[src/rtl/mul_share_ctrl.sv]
// Two-requester controller sharing one multi-cycle 32x32 multiplier.
// Round-robin grant over valid/ready request channels, operand latching,
// enable/hold sequencing, per-requester response channel and a hold watchdog.
module mul_share_ctrl #(
  parameter int unsigned TIMEOUT = 64,
  parameter int unsigned CNT_W   = 8
) (
  input  logic        clk,
  input  logic        reset_n,
  input  logic        stall,
  input  logic        single_cycle_i,
  input  logic [1:0]  req_valid_i,
  output logic [1:0]  req_ready_o,
  input  logic [63:0] req_a_i,
  input  logic [63:0] req_b_i,
  input  logic [3:0]  req_signed_i,
  input  logic [1:0]  req_low_i,
  output logic [1:0]  rsp_valid_o,
  output logic [31:0] rsp_result_o,
  output logic        rsp_err_o,
  input  logic [1:0]  rsp_ready_i,
  output logic        mul_enable_o,
  output logic [31:0] mul_first_o,
  output logic [31:0] mul_second_o,
  output logic [1:0]  mul_signed_o,
  output logic        mul_low_o,
  output logic        mul_single_cycle_o,
  input  logic        mul_hold_i,
  input  logic [31:0] mul_result_i,
  output logic        err_sticky_o
);

  typedef enum logic [2:0] {
    IDLE = 3'b001,
    BUSY = 3'b010,
    DONE = 3'b100
  } state_e;

  // Watchdog fires when the count would reach TIMEOUT-1 with hold still high.
  localparam logic [CNT_W-1:0] WD_LAST = CNT_W'(TIMEOUT - 2);

  state_e            state_q, state_d;
  logic              rr_q, rr_d;
  logic              cur_q, cur_d;
  logic [31:0]       a_q, a_d;
  logic [31:0]       b_q, b_d;
  logic [1:0]        sgn_q, sgn_d;
  logic              low_q, low_d;
  logic [CNT_W-1:0]  wd_q, wd_d;
  logic [31:0]       res_q, res_d;
  logic              err_q, err_d;
  logic              sticky_q, sticky_d;

  logic              grant;
  logic              gnt_idx;

  // Grant decision: rr pointer breaks ties, otherwise the sole valid requester.
  always_comb begin
    grant   = (state_q == IDLE) && !stall && (|req_valid_i);
    gnt_idx = (&req_valid_i) ? rr_q : req_valid_i[1];
  end

  // Next-state and datapath register updates.
  always_comb begin
    state_d  = state_q;
    rr_d     = rr_q;
    cur_d    = cur_q;
    a_d      = a_q;
    b_d      = b_q;
    sgn_d    = sgn_q;
    low_d    = low_q;
    wd_d     = wd_q;
    res_d    = res_q;
    err_d    = err_q;
    sticky_d = sticky_q;
    unique case (state_q)
      IDLE: begin
        if (grant) begin
          cur_d   = gnt_idx;
          rr_d    = ~gnt_idx;
          a_d     = gnt_idx ? req_a_i[63:32] : req_a_i[31:0];
          b_d     = gnt_idx ? req_b_i[63:32] : req_b_i[31:0];
          sgn_d   = gnt_idx ? req_signed_i[3:2] : req_signed_i[1:0];
          low_d   = req_low_i[gnt_idx];
          wd_d    = '0;
          state_d = BUSY;
        end
      end
      BUSY: begin
        if (!stall) begin
          if (!mul_hold_i) begin
            res_d   = mul_result_i;
            err_d   = 1'b0;
            state_d = DONE;
          end else if (wd_q == WD_LAST) begin
            res_d    = '0;
            err_d    = 1'b1;
            sticky_d = 1'b1;
            state_d  = DONE;
          end else begin
            wd_d = wd_q + CNT_W'(1);
          end
        end
      end
      DONE: begin
        if (rsp_ready_i[cur_q]) begin
          state_d = IDLE;
        end
      end
      default: state_d = IDLE;
    endcase
  end

  // State and datapath registers.
  always_ff @(posedge clk or negedge reset_n) begin
    if (!reset_n) begin
      state_q  <= IDLE;
      rr_q     <= 1'b0;
      cur_q    <= 1'b0;
      a_q      <= '0;
      b_q      <= '0;
      sgn_q    <= '0;
      low_q    <= 1'b0;
      wd_q     <= '0;
      res_q    <= '0;
      err_q    <= 1'b0;
      sticky_q <= 1'b0;
    end else begin
      state_q  <= state_d;
      rr_q     <= rr_d;
      cur_q    <= cur_d;
      a_q      <= a_d;
      b_q      <= b_d;
      sgn_q    <= sgn_d;
      low_q    <= low_d;
      wd_q     <= wd_d;
      res_q    <= res_d;
      err_q    <= err_d;
      sticky_q <= sticky_d;
    end
  end

  // Output decode; ready is gated by reset so it drops as soon as reset asserts.
  always_comb begin
    req_ready_o        = '0;
    if (grant && reset_n) begin
      req_ready_o = gnt_idx ? 2'b10 : 2'b01;
    end
    rsp_valid_o        = '0;
    if (state_q == DONE) begin
      rsp_valid_o = cur_q ? 2'b10 : 2'b01;
    end
    rsp_result_o       = res_q;
    rsp_err_o          = err_q && (state_q == DONE);
    mul_enable_o       = (state_q == BUSY);
    mul_first_o        = a_q;
    mul_second_o       = b_q;
    mul_signed_o       = sgn_q;
    mul_low_o          = low_q;
    mul_single_cycle_o = single_cycle_i;
    err_sticky_o       = sticky_q;
  end

endmodule

[config.mk]
export PLATFORM = sky130hd
export DESIGN_NAME = mul_share_ctrl
export DESIGN_NICKNAME = d
export VERILOG_FILES = /design/src/rtl/mul_share_ctrl.sv
export SDC_FILE = /design/constraint.sdc
export NUM_CORES = 1
export LEC_CHECK = 0
export ABC_AREA = 1
export BUFFER_PORTS_ARGS = -buffer_cell sky130_fd_sc_hd__buf_2
export CORE_MARGIN = 2
export CORE_UTILIZATION = 25
export DETAILED_ROUTE_END_ITERATION = 8
export PLACE_DENSITY = 0.47
export SETUP_SLACK_MARGIN = 0.05
export SYNTH_ARGS = -nofsm -noshare
export SYNTH_HDL_FRONTEND = slang
export SYNTH_SLANG_ARGS = --single-unit
export TNS_END_PERCENT = 5
[constraint.sdc]
create_clock -name clk -period 2.8 [get_ports clk]
set_clock_uncertainty 0.05 [all_clocks]
set_input_delay 0.28 -clock clk [delete_from_list [all_inputs] [get_ports clk]]
set_output_delay 0.28 -clock clk [all_outputs]
set_load 0.02 [all_outputs]
==> results of run 1 <==
-- kinds of logic after synthesis --
| logic type | count (synthesis) | synth area share [%] |
|---|---|---|
| AND/OR/NAND/NOR | 419 | 33.6 |
| flip-flops | 114 | 55.3 |
| buffers and inverters | 52 | 5.31 |
| AO/OA/AOI/OAI | 42 | 5.31 |
| adder cells (fa/ha/maj) | 2 | 0.485 |
-- worst min-delay path by stage --
stage | end | slack (ps) | cells past startpoint
detailed placement | err_sticky_o | 410 | 2
CTS | mul_first_o[26] | 0.3 | 3
floorplan | cur_q | -70 | 0
global route | mul_second_o[2] | 4 | 3
finish | mul_first_o[11] | 20 | 3
global placement | err_sticky_o | 400 | 2
-- layer usage --
metal	vias to the layer above	track usage (%)	share of wire (%)
met5	-	0	0.044
met4	2	4.23	0.72
met3	6	4.88	7.2
met2	169	23.5	48
met1	2299	18.2	44
li1	2551	-	-
-- tightest hold or removal path: cells and delay by family --
family,cells,cell delay (ps)
buf+inv,1,70
simple gates,2,90
-- Yosys cell counts --
cell type,instances
o21ai_1,17
buf_6,5
buf_4,7
nor3b_1,2
nand3_2,1
clkinv_1,1
o21ai_2,14
clkbuf_1,9
nor2_1,16
nor3_1,2
nor2_4,2
inv_2,4
nand2_1,304
dfrtp_1,113
buf_2,11
o21bai_1,2
inv_1,14
o21ai_0,5
a21boi_2,1
nand3_1,85
a21oi_1,3
dfstp_2,1
nand2_4,1
ha_1,2
nand2_2,6
clkbuf_2,1
-- state kept, by name, summed over array words and instances, names as in the netlist --
register / flops
mul_first_o: 32
rsp_result_o: 32
wd_q: 8
err_sticky_o: 1
cur_q: 1
rr_q: 1
mul_second_o: 32
err_q: 1
state_q: 3
mul_low_o: 1
mul_signed_o: 2
-- power groups by stage --
| stage | registers (W) | logic (W) | clock network (W) |
|---|---|---|---|
| CTS | 0.00269 | 0.00300 | 0.00221 |
| detailed placement | 0.00270 | 0.00301 | 0 |
| floorplan | 0.00349 | 0.00109 | 0 |
| finish | 0.00269 | 0.00295 | 0.00215 |
| global placement | 0.00273 | 0.00298 | 0 |
| global route | 0.00278 | 0.00323 | 0.00230 |
-- per-stage QoR --
step,utilization (%),setup slack [ps],hold WS [ps],instance area (um^2)
after global placement,33.5,926,397,6780
after floorplan,-,1060,-65.6,5160
after global routing,36.5,583,3.55,7390
after detailed placement,33.5,904,409,6780
after CTS,36.4,651,0.307,7370
final,36.5,701,21.2,7390
-- placed cells by master, fill, tap and decap left out --
master / n
nand2_1: 304
buf_2: 278
dfrtp_1: 113
nand3_1: 85
o21ai_1: 17
clkbuf_16: 17
nor2_1: 16
inv_1: 14
o21ai_2: 14
buf_4: 7
nand2_2: 6
clkinvlp_4: 6
o21ai_0: 5
inv_2: 4
a21oi_1: 3
inv_6: 3
dlygate4sd3_1: 3
nor3_1: 2
nor2_4: 2
o21bai_1: 2
nor3b_1: 2
ha_1: 2
bufinv_16: 2
clkinv_4: 2
clkinv_2: 2
buf_12: 2
a21boi_2: 1
nand2_4: 1
clkinv_1: 1
nand3_2: 1
dfstp_2: 1
-- final cells by class --
cell class                 count  area, um^2
clock inverter                15         159
inverter                      19        71.3
sequential                   114        2850
multi-input combinational    463        2030
fill                        2196       12800
clock buffer                  17         425
timing repair buffer         290        1510
tap                          270         338
==> flow_metrics.env, run 1 <==
export IMPL_grt_max_degree=115
export IMPL_critPathBufInv=2
export IMPL_grt_pass1_wl_mm=24.7
export IMPL_start_kind="register"
export IMPL_grt_ovfl_total=0
export IMPL_endpoint="req_ready_o[0]"
export IMPL_r2r_cells=6
export IMPL_htreeDepth=4
export IMPL_crit_slowest_cell="dfstp_2"
export IMPL_ios=282
export IMPL_clock_latency_ps=410
export IMPL_clock_root_buffer="clkbuf_16"
export IMPL_min_delay_start="req_a_i[43]"
export IMPL_pwr_share_seq_pct=34.6
export IMPL_cts_made_buffers=17
export IMPL_netSwitchingPower_w=0.00312
export IMPL_core_mm2=0.0202
export IMPL_port_buffer_count=279
export IMPL_ant_nets=0
export IMPL_hold_class="in -> reg"
export IMPL_worstPathCellList="nand3_1 > inv_2 > nand2_4 > nor3_1 > buf_2"
export IMPL_area_growth_pct=43.3
export IMPL_netlist_area_mm2=0.00516
export IMPL_p_sw_share_pct=40.1
export IMPL_clockBufferDepth=2
export IMPL_synth_seq_area_share_pct=55.3
export IMPL_vias=5027
export IMPL_holdBufCountCts=1
export IMPL_drt_iter0_markers=258
export IMPL_rows=52
export IMPL_required_ps=2470
export IMPL_power_density_mw_per_mm2=1050
export IMPL_timing_reg2reg_setup_slack_ps=910
export IMPL_syn_inst=629
export IMPL_yosys_warnings=0
export IMPL_dp_cells=1153
export IMPL_clock_sinks=114
export IMPL_layout_min_cycle_time_ps=2100
export IMPL_dieArea_mm2=0.0218
export IMPL_tightest_slew_ps=636
export IMPL_yosys_cell_types_count=26
export IMPL_dieWidth_um=148
export IMPL_avgSynthCellArea_um2=8.20
export IMPL_p_clk_share_pct=27.6
export IMPL_yosys_top_cells_area="dfrtp_1, nand2_1, nand3_1"
export IMPL_crit_arrival_ps=1770
export IMPL_max_slew_margin_pct=57.6
export IMPL_n_antenna_cell=0
export IMPL_drive_gt1_share_pct=38.0
export IMPL_viasPerCell=4.23
export IMPL_post_cts_buffers=0
export IMPL_worst_ir_drop_vdd_uv=460
export IMPL_p_int_w=0.00466
export IMPL_outcome="finished clean"
export IMPL_finalSetupViolations=0
export IMPL_fin_nets=1082
export IMPL_ctsResizeCount=0
export IMPL_hpwl_mm=11.1
export IMPL_track_usage_pct=14.4
export IMPL_drtPass1Iterations=4
export IMPL_fp_dieH_um=148
export IMPL_cp_max_fo=25
export IMPL_finalHoldViolations=0
export IMPL_total_power_w=0.00778
export IMPL_antenna_found_initial=2
export IMPL_post_drt_wl_per_cell_um=13.3
export IMPL_cp_slowest_stage_delay_ps=520
export IMPL_drc_errors=0
export IMPL_crit_cells=5
export IMPL_initial_core_util_pct=25.5
export IMPL_rr_endpoint="rsp_result_o[3]"
export IMPL_critPathTopFamily="flip-flops"
export IMPL_rsz0062_at_grt="no"
export IMPL_gp_congestion=0.771
export IMPL_final_max_slew_violation_count=0
export IMPL_netlist_area_leader_share_pct=54.8
export IMPL_cap_violations=0
export IMPL_finalSetupTns_ps=0
export IMPL_p_comb_share_pct=37.9
export IMPL_yosys_area_top_type="dfrtp_1"
export IMPL_endpoint_kind="primary output"
export IMPL_grt_pass1_vias=4865
export IMPL_ys_ff_latch=114
export IMPL_syn_num_nets=806
export IMPL_finalCritPeriodShare_pct=75.0
export IMPL_p_leak_nw=3.98
export IMPL_clk_pin_slew_ps=60
export IMPL_path_class="reg -> out"
export IMPL_startpoint="state_q[0]"
export IMPL_tritoncts="built"
export IMPL_drt_total_wl_mm=15.8
export IMPL_fin_cells=1188
export IMPL_timing_rr_start="state_q[0]"
export IMPL_fmaxAchievable_mhz=476
Power figures use the tool's default switching activity.
==> inputs of run 2 (changes only) <==
--- a/config.mk
+++ b/config.mk
@@ -10,7 +10,7 @@
 export CORE_MARGIN = 2
 export CORE_UTILIZATION = 25
 export DETAILED_ROUTE_END_ITERATION = 8
-export PLACE_DENSITY = 0.47
+export PLACE_DENSITY = 0.49
 export SETUP_SLACK_MARGIN = 0.05
 export SYNTH_ARGS = -nofsm -noshare
 export SYNTH_HDL_FRONTEND = slang
==> constraint.sdc (replaced) <==
create_clock -name clk -period 1.8 [get_ports clk]
set_clock_uncertainty 0.05 [all_clocks]
set_input_delay 0.18 -clock clk [delete_from_list [all_inputs] [get_ports clk]]
set_output_delay 0.18 -clock clk [all_outputs]
set_load 0.02 [all_outputs]
==> run 2 against run 1 <==
Compared with the run above:
- wire length up 23%
- hold slack better by 36 ps
- flip-flop and latch count unchanged
- final cell count up 16%
- sequential share of layout area down 8.4 points
- first-iteration DRC count up 1.9%
- combinational power up 83%
- worst setup slack worse by 610 ps
- die area unchanged
- core utilization up 10 points
- register-to-register slack worse by 820 ps
- non-clock buffer count up 187
- critical path type is now reg -> reg
==> flow_metrics.env, run 2 (synthesis results as in run 1) <==
export IMPL_outcome="finished clean"
export IMPL_netSwitchingPower_w=0.00511
export IMPL_clockBufferDepth=2
export IMPL_finalSetupViolations=0
export IMPL_fmaxAchievable_mhz=585
export IMPL_min_delay_start="rsp_ready_i[0]"
export IMPL_initial_core_util_pct=25.5
export IMPL_rr_endpoint="mul_second_o[9]"
export IMPL_drive_gt1_share_pct=33.9
export IMPL_p_clk_share_pct=27.3
export IMPL_tritoncts="built"
export IMPL_pwr_share_seq_pct=31.7
export IMPL_finalCritPeriodShare_pct=95.0
export IMPL_ant_nets=0
export IMPL_cp_slowest_stage_delay_ps=550
export IMPL_drt_iter0_markers=263
export IMPL_dieArea_mm2=0.0218
export IMPL_fin_nets=1269
export IMPL_final_common_cell="nand2_1"
export IMPL_setup_ws_ps=89.9
export IMPL_start_kind="register"
export IMPL_hold_depth=4
export IMPL_dp_cells=1165
export IMPL_cap_violations=0
export IMPL_drtPass1Iterations=5
export IMPL_grt_ovfl_total=0
export IMPL_tightest_slew_ps=671
export IMPL_vias=5989
export IMPL_viasPerCell=4.36
export IMPL_p_comb_share_pct=41.0
export IMPL_grt_pass1_vias=6183
export IMPL_power_density_mw_per_mm2=1400
export IMPL_r2r_cells=10
export IMPL_crit_slowest_cell="dfstp_2"
export IMPL_required_ps=2090
export IMPL_endpoint_kind="register"
export IMPL_grt_max_degree=115
export IMPL_rows=52
export IMPL_drt_total_wl_mm=19.4
export IMPL_clk_pin_slew_ps=60
export IMPL_crit_arrival_ps=2000
export IMPL_path_common_cell="buf_6"
export IMPL_hold_class="in -> reg"
export IMPL_rsz0062_at_grt="yes"
export IMPL_p_sw_share_pct=38.7
export IMPL_final_max_slew_violation_count=0
export IMPL_finalHoldViolations=0
export IMPL_fin_cells=1375
export IMPL_hpwl_mm=11.2
export IMPL_path_class="reg -> reg"
export IMPL_n_antenna_cell=0
export IMPL_place_ws_ps=101
export IMPL_port_buffer_count=279
export IMPL_p_leak_nw=4.87
export IMPL_max_slew_margin_pct=55.3
export IMPL_area_growth_pct=83.0
export IMPL_clock_latency_ps=400
export IMPL_track_usage_pct=17.2
export IMPL_layout_common_cells="nand2_1, buf_2, dlygate4sd3_1"
export IMPL_clock_sinks=114
export IMPL_p_int_w=0.00809
export IMPL_core_mm2=0.0202
export IMPL_fp_dieH_um=148
export IMPL_cts_made_buffers=17
export IMPL_worstPathCellList="nand3_4 > inv_4 > nand2_4 > buf_6 > nor2_4 > buf_12 > clkbuf_16 > buf_6 > nand2_1 > nand3_1"
export IMPL_dieWidth_um=148
export IMPL_timing_reg2reg_setup_slack_ps=90
export IMPL_post_drt_wl_per_cell_um=14.1
export IMPL_layout_min_cycle_time_ps=1710
export IMPL_clock_root_buffer="clkbuf_16"
export IMPL_hold_end="state_q[2]"
export IMPL_final_util_pct=46.7
export IMPL_antenna_found_initial=0
export IMPL_gp_congestion=0.791
export IMPL_htreeDepth=4
export IMPL_cp_max_fo=7
export IMPL_ios=282
export IMPL_grt_pass1_wl_mm=30.0
export IMPL_timing_rr_start="state_q[0]"
export IMPL_worst_ir_drop_vdd_uv=610
export IMPL_drc_errors=0
-- run 2: final cells by class --
type | instances | area (um^2)
clock buffers | 20 | 447
clock inverters | 12 | 181
fillers | 1897 | 10800
inverters | 19 | 73.8
multi-input cells | 463 | 2090
flip-flops and latches | 114 | 2850
well taps | 270 | 338
repair buffers | 477 | 3460
-- run 2: worst max path at each step --
stage / cells past startpoint / slack, ps / endpoint / start
finish: 10 / 90 / mul_second_o[9] / state_q[0]
global route: 9 / 4 / mul_second_o[29] / state_q[0]
CTS: 5 / -10 / req_ready_o[0] / state_q[0]
detailed placement: 10 / 100 / rsp_result_o[3] / wd_q[0]
global placement: 10 / 160 / rsp_result_o[4] / wd_q[0]
floorplan: 5 / 160 / req_ready_o[0] / state_q[0]
-- run 2: per-layer routing --
metal / track usage [%] / vias to the layer above / part of all wire (%)
met5: 0 / - / 0
met4: 7.26 / 0 / 2.5
met3: 4.10 / 37 / 6.1
met2: 29.9 / 240 / 50
met1: 20.3 / 2789 / 42
li1: - / 2923 / -
-- run 2: stage by stage --
step / hold slack, ps / power (W) / cell area [um^2] / setup TNS (ps)
CTS: 34.4 / 0.0131 / 9260 / -13.3
finish: 56.8 / 0.0132 / 9440 / 0
detailed placement: 305 / 0.00907 / 6910 / 0
floorplan: -166 / 0.00712 / 5160 / 0
global placement: 305 / 0.00905 / 6910 / 0
global route: 88.1 / 0.0140 / 9440 / 0
-- run 2: critical path, delay by kind of cell (launching register included) --
family                 cells  cell delay [ps]
buffers and inverters      5              580
AND/OR/NAND/NOR            5              450
flip-flops                 1              550
-- run 2: timing repair --
item                                   4_1_cts  5_1_grt
pin swaps                                    4        5
hold buffers                               167        0
setup endpoints to repair                    2       72
setup buffers                                1        7
cloned                                       0        3
resized for setup                           11        6
endpoints found under the hold margin      212        0
-- run 2: power groups by stage --
stage | clock [W] | sequential, W | combinational [W]
floorplan | 0 | 0.00542 | 0.00170
global placement | 0 | 0.00419 | 0.00486
detailed placement | 0 | 0.00417 | 0.00490
CTS | 0.00370 | 0.00417 | 0.00522
global route | 0.00381 | 0.00431 | 0.00590
finish | 0.00361 | 0.00418 | 0.00541
==> inputs of run 3 (changes only) <==
--- a/config.mk
+++ b/config.mk
@@ -7,6 +7,7 @@
 export LEC_CHECK = 0
 export ABC_AREA = 1
 export BUFFER_PORTS_ARGS = -buffer_cell sky130_fd_sc_hd__buf_2
+export CORE_ASPECT_RATIO = 1.75
 export CORE_MARGIN = 2
 export CORE_UTILIZATION = 25
 export DETAILED_ROUTE_END_ITERATION = 8
==> run 3 against run 2 <==
Compared with the run above:
- power down 2.2%
- global-route usage up 1.0 points
- the flow now finishes with violations (negative setup slack)
- clock-buffer cell count up 6
- register-to-register slack about the same
- first-iteration DRC count up 9.1%
- highest routed layer unchanged
- hold slack worse by 3.6 ps
- clock power down 7.8%
- maximum frequency down 5.1%
==> flow_metrics.env, run 3 (synthesis results as in run 1) <==
export IMPL_outcome="finished, violations left"
export IMPL_violations="negative setup slack"
export IMPL_cap_violations=0
export IMPL_path_common_cell="buf_6"
export IMPL_crit_arrival_ps=1570
export IMPL_clock_latency_ps=410
export IMPL_final_max_slew_violation_count=0
export IMPL_dp_cells=1144
export IMPL_finalCritPeriodShare_pct=100
export IMPL_timing_rr_start="state_q[0]"
export IMPL_worstPathCellList="nand3_2 > inv_2 > buf_6 > nand3_4 > nor2_4 > buf_6"
export IMPL_r2r_cells=8
export IMPL_hpwl_mm=12.9
export IMPL_p_leak_nw=4.86
export IMPL_tightest_slew_ps=688
export IMPL_cts_made_buffers=17
export IMPL_layout_common_cells="nand2_1, buf_2, dlygate4sd3_1"
export IMPL_initial_core_util_pct=25.4
export IMPL_rows=69
export IMPL_cp_max_fo=3
export IMPL_drtPass1Iterations=4
export IMPL_p_comb_share_pct=41.7
export IMPL_rr_endpoint="mul_second_o[25]"
export IMPL_crit_slowest_cell="dfstp_2"
export IMPL_htreeDepth=4
export IMPL_p_int_w=0.00784
export IMPL_pwr_share_seq_pct=32.5
export IMPL_p_clk_share_pct=25.8
export IMPL_final_common_cell="nand2_1"
export IMPL_path_class="reg -> out"
export IMPL_hold_depth=4
export IMPL_required_ps=1570
export IMPL_fin_nets=1262
export IMPL_grt_ovfl_total=0
export IMPL_antenna_found_initial=0
export IMPL_area_growth_pct=80.4
export IMPL_clockBufferDepth=2
export IMPL_grt_max_degree=115
export IMPL_port_buffer_count=279
export IMPL_drc_errors=0
export IMPL_min_delay_start="rsp_ready_i[0]"
export IMPL_fin_cells=1345
export IMPL_clock_sinks=114
export IMPL_setup_ws_ps=-2.06
export IMPL_vias=5942
export IMPL_fmaxAchievable_mhz=555
export IMPL_drt_total_wl_mm=19.6
export IMPL_ff_latch_area_mm2=0.00285
export IMPL_finalSetupViolations=1
export IMPL_drive_gt1_share_pct=34.7
export IMPL_dieWidth_um=113
export IMPL_hold_end="state_q[2]"
export IMPL_fp_dieH_um=194
export IMPL_viasPerCell=4.42
export IMPL_place_ws_ps=130
export IMPL_p_sw_share_pct=39.2
export IMPL_endpoint_kind="primary output"
export IMPL_netSwitchingPower_w=0.00506
export IMPL_track_usage_pct=18.2
export IMPL_grt_pass1_vias=6374
export IMPL_power_density_mw_per_mm2=1390
export IMPL_layout_min_cycle_time_ps=1800
export IMPL_clk_pin_slew_ps=50
export IMPL_drt_iter0_markers=287
export IMPL_worst_ir_drop_vdd_uv=674
export IMPL_start_kind="register"
export IMPL_ant_nets=0
export IMPL_finalHoldViolations=0
export IMPL_rsz0062_at_grt="yes"
export IMPL_timing_reg2reg_setup_slack_ps=100
export IMPL_clock_root_buffer="clkbuf_16"
export IMPL_ios=282
export IMPL_post_drt_wl_per_cell_um=14.6
export IMPL_tritoncts="built"
export IMPL_cp_slowest_stage_delay_ps=540
export IMPL_fillers=1935
export IMPL_multi_input_area_mm2=0.00215
export IMPL_max_slew_margin_pct=54.2
export IMPL_grt_pass1_wl_mm=31.6
export IMPL_final_util_pct=45.9
export IMPL_core_mm2=0.0203
export IMPL_gp_congestion=0.839
export IMPL_n_antenna_cell=0
export IMPL_dieArea_mm2=0.0219
export IMPL_hold_class="in -> reg"
-- run 3: cell type report --
cell class                 count  share of cell area, %
multi-input combinational    463                   23.1
timing repair buffer         470                   36.0
tap                          248                   3.33
inverter                      19                  0.766
clock inverter                 5                  0.806
clock buffer                  26                   5.36
sequential                   114                   30.7
-- run 3: worst max path at each step --
stage	startpoint	to	slack [ps]	cells after the start
after CTS	state_q[0]	req_ready_o[0]	-90	6
after global routing	state_q[0]	req_ready_o[1]	-90	6
after floorplan	state_q[0]	req_ready_o[0]	160	5
after global placement	state_q[2]	mul_second_o[2]	150	7
after detailed placement	state_q[0]	mul_second_o[17]	130	7
final	state_q[0]	req_ready_o[1]	-2	6
-- run 3: critical path: cells and delay by family (launching register included) --
kind                   cells  cell delay [ps]
DFF                        1              540
and+or+nand+nor            3              280
buffers and inverters      3              340
-- run 3: what timing repair did --
| item | 4_1_cts | 5_1_grt |
|---|---|---|
| resized for setup | 15 | 23 |
| endpoints found under the setup margin | 2 | 79 |
| hold endpoints to repair | 212 | 0 |
| hold buffers | 167 | 0 |
| setup buffers | 3 | 0 |
| pin swaps | 4 | 20 |
-- run 3: layer usage --
layer / GRT usage [%] / up-vias / routed length, um
li1: - / 2906 / -
met1: 18.8 / 2743 / 7320
met2: 32.5 / 236 / 10300
met3: 4.60 / 57 / 1050
met4: 10.9 / 0 / 929
met5: 0 / - / 0
-- run 3: power groups by stage --
stage / logic [W] / registers (W) / clock network (W)
after floorplan: 0.00170 / 0.00542 / 0
after global placement: 0.00491 / 0.00419 / 0
after detailed placement: 0.00496 / 0.00418 / 0
after CTS: 0.00535 / 0.00417 / 0.00344
after global routing: 0.00585 / 0.00431 / 0.00355
final: 0.00539 / 0.00419 / 0.00333
-- run 3: through the flow --
step                      total power [W]  cell area (um^2)  hold slack (ps)  TNS, ps
after floorplan                   0.00712              5160             -166        0
after global placement            0.00910              6890              311        0
after detailed placement          0.00914              6890              311        0
after CTS                          0.0130              9220             40.8     -161
after global routing               0.0137              9310             65.0     -177
final                              0.0129              9310             53.2    -2.06
